File: config.mk
export PLATFORM = sky130hd
export DESIGN_NAME = sequenciador_coprocessador
export DESIGN_NICKNAME = d
export VERILOG_FILES = /design/src/rtl/coproc_pkg.sv /design/src/rtl/sequenciador_coprocessador.sv
export SDC_FILE = /design/constraint.sdc
export NUM_CORES = 1
export LEC_CHECK = 0
export ABC_CLOCK_PERIOD_IN_PS = 5300
export CAP_MARGIN = 10
export CORE_UTILIZATION = 30
export DETAILED_ROUTE_END_ITERATION = 10
export DONT_BUFFER_PORTS = 1
export PLACE_DENSITY = 0.41
export SLEW_MARGIN = 20
export SYNTH_ARGS = -nofsm -noshare
export SYNTH_HDL_FRONTEND = slang
export SYNTH_SLANG_ARGS = --single-unit
File: constraint.sdc
create_clock -name clk -period 5.3 [get_ports clk]
set_input_delay 1.06 -clock clk [delete_from_list [all_inputs] [get_ports clk]]
set_output_delay 1.06 -clock clk [all_outputs]
set_load 0.1 [all_outputs]
File: src/rtl/coproc_pkg.sv
// Shared constants for the matrix coprocessor: FSM encoding, matrix geometry,
// operation codes and the default watchdog limit.
package coproc_pkg;

    localparam int N_ELEM_DEF  = 25;
    localparam int ELEM_W_DEF  = 9;
    localparam int TIMEOUT_DEF = 255;

    typedef enum logic [2:0] {
        IDLE   = 3'd0,
        LOAD_A = 3'd1,
        LOAD_B = 3'd2,
        START  = 3'd3,
        WAIT   = 3'd4,
        UNLOAD = 3'd5
    } state_t;

    localparam logic [2:0] SOMA          = 3'b000;
    localparam logic [2:0] SUBTRACAO     = 3'b001;
    localparam logic [2:0] MULTIPLICACAO = 3'b010;
    localparam logic [2:0] MULT_ESCALAR  = 3'b011;
    localparam logic [2:0] TRANSPOSTA    = 3'b100;
    localparam logic [2:0] OPOSTA        = 3'b101;
    localparam logic [2:0] INTEIRO       = 3'b110;

endpackage

File: src/rtl/sequenciador_coprocessador.sv
// Sequencer: loads A then B element-wise, kicks the coprocessor, streams the result back.
// Latency: START->first out_valid is 2 cycles when copro_done answers at once; watchdog aborts after TIMEOUT WAIT cycles.
// Backpressure: in_ready only while loading; out_data/out_last hold while out_valid & !out_ready.
module sequenciador_coprocessador
    import coproc_pkg::*;
#(
    parameter int N_ELEM  = N_ELEM_DEF,
    parameter int ELEM_W  = ELEM_W_DEF,
    parameter int TIMEOUT = TIMEOUT_DEF
) (
    input  logic                       clk,
    input  logic                       reset,
    input  logic                       in_valid,
    output logic                       in_ready,
    input  logic [7:0]                 in_data,
    input  logic [2:0]                 in_op,
    output logic                       copro_start,
    output logic [2:0]                 copro_op,
    output logic [N_ELEM*ELEM_W-1:0]   copro_A,
    output logic [N_ELEM*ELEM_W-1:0]   copro_B,
    input  logic [N_ELEM*ELEM_W-1:0]   copro_result,
    input  logic                       copro_done,
    output logic                       out_valid,
    input  logic                       out_ready,
    output logic [ELEM_W-1:0]          out_data,
    output logic                       out_last,
    output logic                       busy,
    output logic                       error
);

    localparam int         MAT_W    = N_ELEM * ELEM_W;
    localparam logic [4:0] LAST_IDX = 5'(N_ELEM - 1);
    localparam logic [7:0] WD_LAST  = 8'(TIMEOUT - 1);

    state_t             state, state_nxt;
    logic [4:0]         cnt;
    logic [7:0]         wdog;
    logic [MAT_W-1:0]   result_q;
    logic               accept;
    logic               out_hs;
    logic               timeout_hit;
    logic [ELEM_W-1:0]  elem_ext;

    assign accept      = in_valid & in_ready;
    assign out_hs      = out_valid & out_ready;
    assign timeout_hit = (state == WAIT) && !copro_done && (wdog == WD_LAST);
    assign elem_ext    = {{(ELEM_W-8){in_data[7]}}, in_data};
    assign out_data    = result_q[int'(cnt)*ELEM_W +: ELEM_W];
    assign out_last    = (state == UNLOAD) && (cnt == LAST_IDX);

    always_ff @(posedge clk) begin
        if (reset) begin
            state <= IDLE;
        end else begin
            state <= state_nxt;
        end
    end

    always_comb begin
        state_nxt   = state;
        in_ready    = 1'b0;
        copro_start = 1'b0;
        out_valid   = 1'b0;
        busy        = (state != IDLE);
        case (state)
            IDLE: begin
                in_ready = 1'b1;
                if (in_valid) state_nxt = LOAD_A;
            end
            LOAD_A: begin
                in_ready = 1'b1;
                if (in_valid && cnt == LAST_IDX) state_nxt = LOAD_B;
            end
            LOAD_B: begin
                in_ready = 1'b1;
                if (in_valid && cnt == LAST_IDX) state_nxt = START;
            end
            // A done flag seen here may be left over from the previous job.
            START: begin
                copro_start = 1'b1;
                state_nxt   = WAIT;
            end
            WAIT: begin
                copro_start = 1'b1;
                if (copro_done)            state_nxt = UNLOAD;
                else if (wdog == WD_LAST)  state_nxt = IDLE;
            end
            UNLOAD: begin
                out_valid = 1'b1;
                if (out_ready && cnt == LAST_IDX) state_nxt = IDLE;
            end
            default: state_nxt = IDLE;
        endcase
    end

    always_ff @(posedge clk) begin
        if (reset) begin
            cnt      <= '0;
            wdog     <= '0;
            copro_op <= '0;
            copro_A  <= '0;
            copro_B  <= '0;
            result_q <= '0;
            error    <= 1'b0;
        end else begin
            error <= timeout_hit;
            case (state)
                IDLE: begin
                    if (accept) begin
                        copro_A[ELEM_W-1:0] <= elem_ext;
                        copro_op            <= in_op;
                        cnt                 <= 5'd1;
                    end
                end
                LOAD_A: begin
                    if (accept) begin
                        copro_A[int'(cnt)*ELEM_W +: ELEM_W] <= elem_ext;
                        cnt <= (cnt == LAST_IDX) ? 5'd0 : cnt + 5'd1;
                    end
                end
                LOAD_B: begin
                    if (accept) begin
                        copro_B[int'(cnt)*ELEM_W +: ELEM_W] <= elem_ext;
                        cnt <= (cnt == LAST_IDX) ? 5'd0 : cnt + 5'd1;
                    end
                end
                START: wdog <= '0;
                WAIT: begin
                    if (copro_done) begin
                        result_q <= copro_result;
                        cnt      <= '0;
                    end else begin
                        wdog <= timeout_hit ? 8'd0 : wdog + 8'd1;
                    end
                end
                UNLOAD: begin
                    if (out_hs) cnt <= (cnt == LAST_IDX) ? 5'd0 : cnt + 5'd1;
                end
                default: ;
            endcase
        end
    end

endmodule

### Word-level counts from Yosys, hierarchy flattened

Index checks and enable logic that the tools add are counted.

* eq/ne operators: 18
* multiplexer cells: 24
* reductions and logical operators: 22
* bitwise gates (word level): 2
* shift operators: 3
* multipliers: 1
* add/sub/neg operators: 3

Operator list (number)
* 225-bit bitwise mux: 2
* 9-bit by 33-bit variable shift with 225-bit output (first input constant): 1
* 225-bit by 32-bit indexed part select with 9-bit output: 1
* 9-bit by 33-bit indexed part select with 225-bit output: 1
* 9-bit negator with 33-bit output: 1
* 5-bit two-way mux: 5
* 5-bit case mux with 4 select lines: 1
* 3-bit two-way mux: 6
* 9-bit two-way mux: 2
* 3-bit case mux with 6 select lines: 1
* 9-bit case mux with 2 select lines: 1
* 8-bit two-way mux: 2
* 2-bit inequality test (second input constant): 8
* 8-bit case mux with 2 select lines: 1
* 2-bit AND reduction: 5
* 5-bit AND reduction: 2
* 5-bit by 4-bit multiplier with 9-bit output (second input constant): 1
* 8-bit by 1-bit adder with 8-bit output (second input constant): 1
* 8-bit equality test (second input constant): 1
* 3-bit by 2-bit equality test with 1-bit output (second input constant): 2
* 3-bit equality test (second input constant): 2
* 5-bit by 1-bit adder with 5-bit output (second input constant): 1
* 5-bit equality test (second input constant): 1
* 1-bit logical AND: 5
* 13 further kinds: 19

* output and inout bits: 468
* bits of input ports: 241
* flip-flop bits (word level): 695

### Logic depth before layout (Yosys ltp)

* depth after elaboration: 6
* gate-level depth with buffers: 15
* mapped depth without buffers: 7

### Worst setup path before layout

Ideal clock, no wire load.

* path kind: register to output
* from: reg cnt[1]
* to: out out_data[2]
* cell stages (with the launch flop): 9
* required time: 4.240 ns
* setup slack: 0.801 ns
* path buffers: 5
* data arrival time: 3.439 ns
* path through: dfxtp_1 buf_6 buf_2 buf_2 buf_2 buf_2 mux4_2 nand2_1 a31oi_1

* longest elaborated chain between the ends: 2

Ends and longest elaborated chain
* start, declared: line sequenciador_coprocessador.sv:36 `logic [4:0] cnt;`
* start signal, assigned: line sequenciador_coprocessador.sv:118 `cnt <= (cnt == LAST_IDX) ? 5'd0 : cnt + 5'd1;`
* start signal, assigned: line sequenciador_coprocessador.sv:124 `cnt <= (cnt == LAST_IDX) ? 5'd0 : cnt + 5'd1;`
* start signal, assigned: line sequenciador_coprocessador.sv:137 `if (out_hs) cnt <= (cnt == LAST_IDX) ? 5'd0 : cnt + 5'd1;`
* 5-bit by 4-bit multiplier with 9-bit output: line sequenciador_coprocessador.sv:48 `assign out_data = result_q[int'(cnt)*ELEM_W +: ELEM_W];`
* 225-bit by 32-bit indexed part select with 9-bit output: line sequenciador_coprocessador.sv:48
* end, declared: line sequenciador_coprocessador.sv:25 `output logic [ELEM_W-1:0] out_data,`

Every way passes these cells.

### Worst setup path in the final report

* from: reg cnt[1]
* to: out out_data[6]

The elaborated chain is that of the path after synthesis.

==> flow_summary_export.csv <==
group,metric,value,unit
worst_setup_path,rr_worst_depth,7,
timing,max_freq,215,MHz
floorplanning,placement_rows,109,
cts,cts.htree.levels,3,
routing,drcViolationCount,0,
cells_and_area,fin_nets,2943,
worst_setup_path,worst_path_max_delay_cell,"sky130_fd_sc_hd__nor4_1",
pwr,vdd_drop_max,0.000219,V
routing,drt_first_iter_violations,1146,
global_route,grt_start_max_net_pins,419,
worst_setup_path,cp_top_family,"simple AND/OR/NAND/NOR gates",
yosys,postSynth.asyncResetShare,0,%
timing,maxSlewHeadroom,-14.5,%
cells_and_area,multi_input_area,0.0126,mm^2
cells_and_area,fillCellCount,9012,
pwr,share_seq_of_total_power,46.1,%
yosys,netlist_instances,2831,
worst_setup_path,worst-endpoint-arrival,3580,ps
yosys,synthesized_area,0.0267,mm^2
yosys,synth-main-ff-cell,"sky130_fd_sc_hd__dfxtp_1",
cts,cts_setup_buffers,0,
global_route,number_of_antenna_violations_at_the_first_check_in_global_routing,15,
timing,report.final.slew_viol_count,136,
yosys,synth_edf_count,0,
routing,dr_wl_cell,24.9,um
floorplanning,ios,709,
yosys,synthAdderAreaFrac,0.328,%
floorplanning,initial_utilization,30.3,%
worst_setup_path,path_class,"flop to output pin",
pwr,share_comb_of_total_power,7.3,%
routing,drt_first_pass_iters,5,
cts,cts_hold_buf,0,
worst_setup_path,cpPeakStageDelay,700,ps
routing,detail_route.vias_per_cell,5.04,
yosys,muxShareOfSynthArea,18.7,%
timing,layout_min_cycle_time,4640,ps
cts,cts.clk_slew.worst_paths,50,ps
pwr,netSwitchingPower,2.88,mW
floorplanning,design.die.area,0.0903,mm^2
worst_setup_path,worst-path-max-fanout,57,
min_path,whs_path_depth,2,
yosys,synth.area.top_cells,"sky130_fd_sc_hd__dfxtp_1 48%, sky130_fd_sc_hd__mux2i_1 14%, sky130_fd_sc_hd__nand2_1 10%, sky130_fd_sc_hd__a21oi_1 4.6%, sky130_fd_sc_hd__mux4_2 3.2%",
placed_design,placed_cells_incl_taps,3781,
floorplanning,coreArea,0.0882,mm^2
yosys,synth-xor-area-share,0.361,%
pwr,power.density,371,mW/mm^2
timing,min_period_over_period,87.6,%
global_route,groute.usage.overall,20.9,%
timing,rsz_0062_raised_after_global_routing,"false",
cts,cts_max_path_buffers,3,
yosys,synth-compound-area-share,8.62,%
yosys,synth_sequential_area_ratio,48.3,%
floorplanning,die_y,300,um
cts,cts-buffers-inserted,77,
yosys,synth.ff_latch_count,645,
yosys,synthDominantAreaCellType,"sky130_fd_sc_hd__dfxtp_1",
cts,ctsResizeCount,0,
cts,tritoncts_clock_tree,"built",
timing,report.final.hold_viol_count,0,
yosys,post_synth_num_cell_types,82,
placed_design,gpl_congestion,0.815,
cts,cts_num_sinks,645,
global_route,number_of_global_route_vias_before_repair,19322,
min_path,holdCritPathClass,"flop to flop",
timing,finalSetupViolations,0,
yosys,synthesis.yosys.warnings,0,
placed_design,dp.final_hpwl,70.1,mm
worst_setup_path,worstSetupStartpointType,"flop",
placed_design,place.port_buffers,0,
pwr,power.switching_fraction,26.0,%
yosys,synthDominantCellAreaShare,48.3,%
timing,timing_worst_slew_pin_value,1720,ps
cells_and_area,final-seq-area,0.0130,mm^2
worst_setup_path,cp_cell_sequence,"buf_12 -> mux2i_1 -> o22ai_1 -> nor4_1 -> buf_4 -> nor2b_1 -> o221a_2",
job,cap_violations,0,
routing,num_vias,19768,
status,violated_checks,"max-slew violations",
cells_and_area,layout-drive-gt1-share,13.4,%
routing,ant_nets,0,
cts,clk-insertion-delay-late,630,ps
worst_setup_path,total_buffers_and_inverters_traversed_by_the_critical_path,2,
worst_setup_path,crit_required,4240,ps
status,status,"finished with violations",
worst_setup_path,kind_of_capture_point_of_the_worst_setup_path,"output pin",
timing,tns,0,ps
cts,cts.root.buffer_cell,"sky130_fd_sc_hd__clkbuf_16",
pwr,cell_internal_pwr,8.19,mW
yosys,combinational_family_with_the_most_area_after_synthesis,"simple AND/OR/NAND/NOR gates",
cells_and_area,area_growth_from_synthesis_to_layout,11.6,%
routing,detail_route.wirelength,97.7,mm
yosys,post_synth_and_or_nand_nor_area_fraction,19.0,%
pwr,cellLeakagePower,11.6,nW
cells_and_area,final-instance-count-excl-fill,3924,
global_route,grt_pass1_wl,138,mm
yosys,synth.avg_cell_area,9.44,um^2
floorplanning,dieWidth,300,um
worst_setup_path,cp.depth,7,
timing,worst_clock_skew,16.5,ps
pwr,clockPowerShare,46.6,%
global_route,grt_overflow,0,
cells_and_area,final_core_util,33.8,%
yosys,synthesis.nets,3079,
==> final cells by class <==
| cell class | count | area share, % |
|---|---|---|
| inverter | 9 | 0.130 |
| antenna | 6 | 0.0504 |
| tap | 1165 | 4.89 |
| clock buffer | 116 | 7.57 |
| clock inverter | 21 | 0.684 |
| multi-input combinational | 1935 | 42.3 |
| sequential | 645 | 43.5 |
| timing repair buffer | 27 | 0.848 |
==> kinds of logic (layout without fill, tap and decap cells) <==
kind of cell    after synthesis  after routing
compound gates              360            360
xor+xnor                      8              8
fa+ha+maj                     7              7
buf+inv                     251            173
flops                       645            645
mux                         447            447
other cells                   0              6
simple gates               1113           1113
==> flip-flops by register name, summed over array words and instances, names as in the netlist <==
register	count
copro_op	3
wdog	8
copro_B	200
cnt	5
error	1
copro_A	200
result_q	225
state	3
==> per-layer routing <==
metal	part of all wire (%)	global-route usage, %	vias up
met3	7.8	6.90	156
met4	3.0	7.39	16
li1	-	-	9329
met5	0.10	0	-
met2	49	35.8	662
met1	40	24.1	9605
==> power by group through the flow <==
stage | logic [mW] | registers (mW) | clock network (mW)
6_report | 0.810 | 5.11 | 5.15
5_1_grt | 0.881 | 5.12 | 5.50
2_1_floorplan | 0.729 | 5.14 | 0
3_5_place_dp | 0.824 | 5.21 | 0
3_3_place_gp | 0.808 | 5.21 | 0
4_1_cts | 0.825 | 5.11 | 5.30
==> worst paths after layout <==
check | start | end | slack, ps
hold reg to reg | result_q[200] | result_q[200] | 450
hold / removal | result_q[200] | result_q[200] | 450
setup reg to reg | cnt[1] | copro_A[60] | 1660
setup / recovery | cnt[1] | out_data[6] | 660
==> worst reg2reg max path: stages, from the launching register on <==
cell,delay [ps]
sky130_fd_sc_hd__dfxtp_4,660
sky130_fd_sc_hd__inv_1,140
sky130_fd_sc_hd__ha_1,420
sky130_fd_sc_hd__o21bai_4,290
sky130_fd_sc_hd__a211oi_4,660
sky130_fd_sc_hd__or2_1,810
sky130_fd_sc_hd__nand3_4,350
sky130_fd_sc_hd__mux2i_1,200
==> cells in the final DEF (no fill, tap or decap), types with 8 or more instances in the layout <==
cell type                   netlist  routed
sky130_fd_sc_hd__mux2_2          21      21
sky130_fd_sc_hd__nor2_8          10      10
sky130_fd_sc_hd__mux4_2          38      38
sky130_fd_sc_hd__nor2_1         194     189
sky130_fd_sc_hd__nor2b_1         38      38
sky130_fd_sc_hd__o22ai_1         16      16
sky130_fd_sc_hd__buf_4           59      23
sky130_fd_sc_hd__a31o_1           9       9
sky130_fd_sc_hd__clkbuf_16        0      79
sky130_fd_sc_hd__mux2_1          11      11
sky130_fd_sc_hd__nand3_1         13      13
sky130_fd_sc_hd__clkbuf_8         0      14
sky130_fd_sc_hd__nand3_4         16      16
sky130_fd_sc_hd__nand2_1        719     718
sky130_fd_sc_hd__mux2i_1        377     377
sky130_fd_sc_hd__o21ai_2          8       8
sky130_fd_sc_hd__a31o_2          23      23
sky130_fd_sc_hd__dfxtp_2          0      50
sky130_fd_sc_hd__clkbuf_1       154      23
sky130_fd_sc_hd__and2_1          17      17
sky130_fd_sc_hd__clkinv_2         0      13
sky130_fd_sc_hd__dfxtp_1        645     593
sky130_fd_sc_hd__a21oi_1        246     242
sky130_fd_sc_hd__nor3_1          38      38
==> stage by stage <==
stage | setup WS (ps) | hold slack (ps) | total power [mW] | area [um^2]
floorplan | 801 | 433 | 5.87 | 26700
global placement | 1270 | 443 | 6.02 | 27300
detailed placement | 1230 | 447 | 6.04 | 27300
CTS | 540 | 454 | 11.2 | 29800
global route | 480 | 468 | 11.5 | 29800
finish | 657 | 453 | 11.1 | 29800
==> synth_stat cells (7+ instances only) <==
cell	number
sky130_fd_sc_hd__nor2_8	10
sky130_fd_sc_hd__o21ai_0	7
sky130_fd_sc_hd__mux4_2	38
sky130_fd_sc_hd__inv_1	8
sky130_fd_sc_hd__a31o_1	9
sky130_fd_sc_hd__nor2b_1	38
sky130_fd_sc_hd__mux2i_1	377
sky130_fd_sc_hd__o211ai_2	7
sky130_fd_sc_hd__clkbuf_1	154
sky130_fd_sc_hd__nor2_1	194
sky130_fd_sc_hd__o21ai_2	8
sky130_fd_sc_hd__a21oi_1	246
sky130_fd_sc_hd__a31o_2	23
sky130_fd_sc_hd__or4_1	7
sky130_fd_sc_hd__buf_2	20
sky130_fd_sc_hd__o22ai_1	16
sky130_fd_sc_hd__nor3_1	38
sky130_fd_sc_hd__buf_4	59
sky130_fd_sc_hd__dfxtp_1	645
sky130_fd_sc_hd__nand2_1	719
sky130_fd_sc_hd__mux2_1	11
sky130_fd_sc_hd__nand3_1	13
sky130_fd_sc_hd__and2_1	17
sky130_fd_sc_hd__mux2_2	21
sky130_fd_sc_hd__ha_1	7
sky130_fd_sc_hd__nand3_4	16
Power figures use the tool's default switching activity.
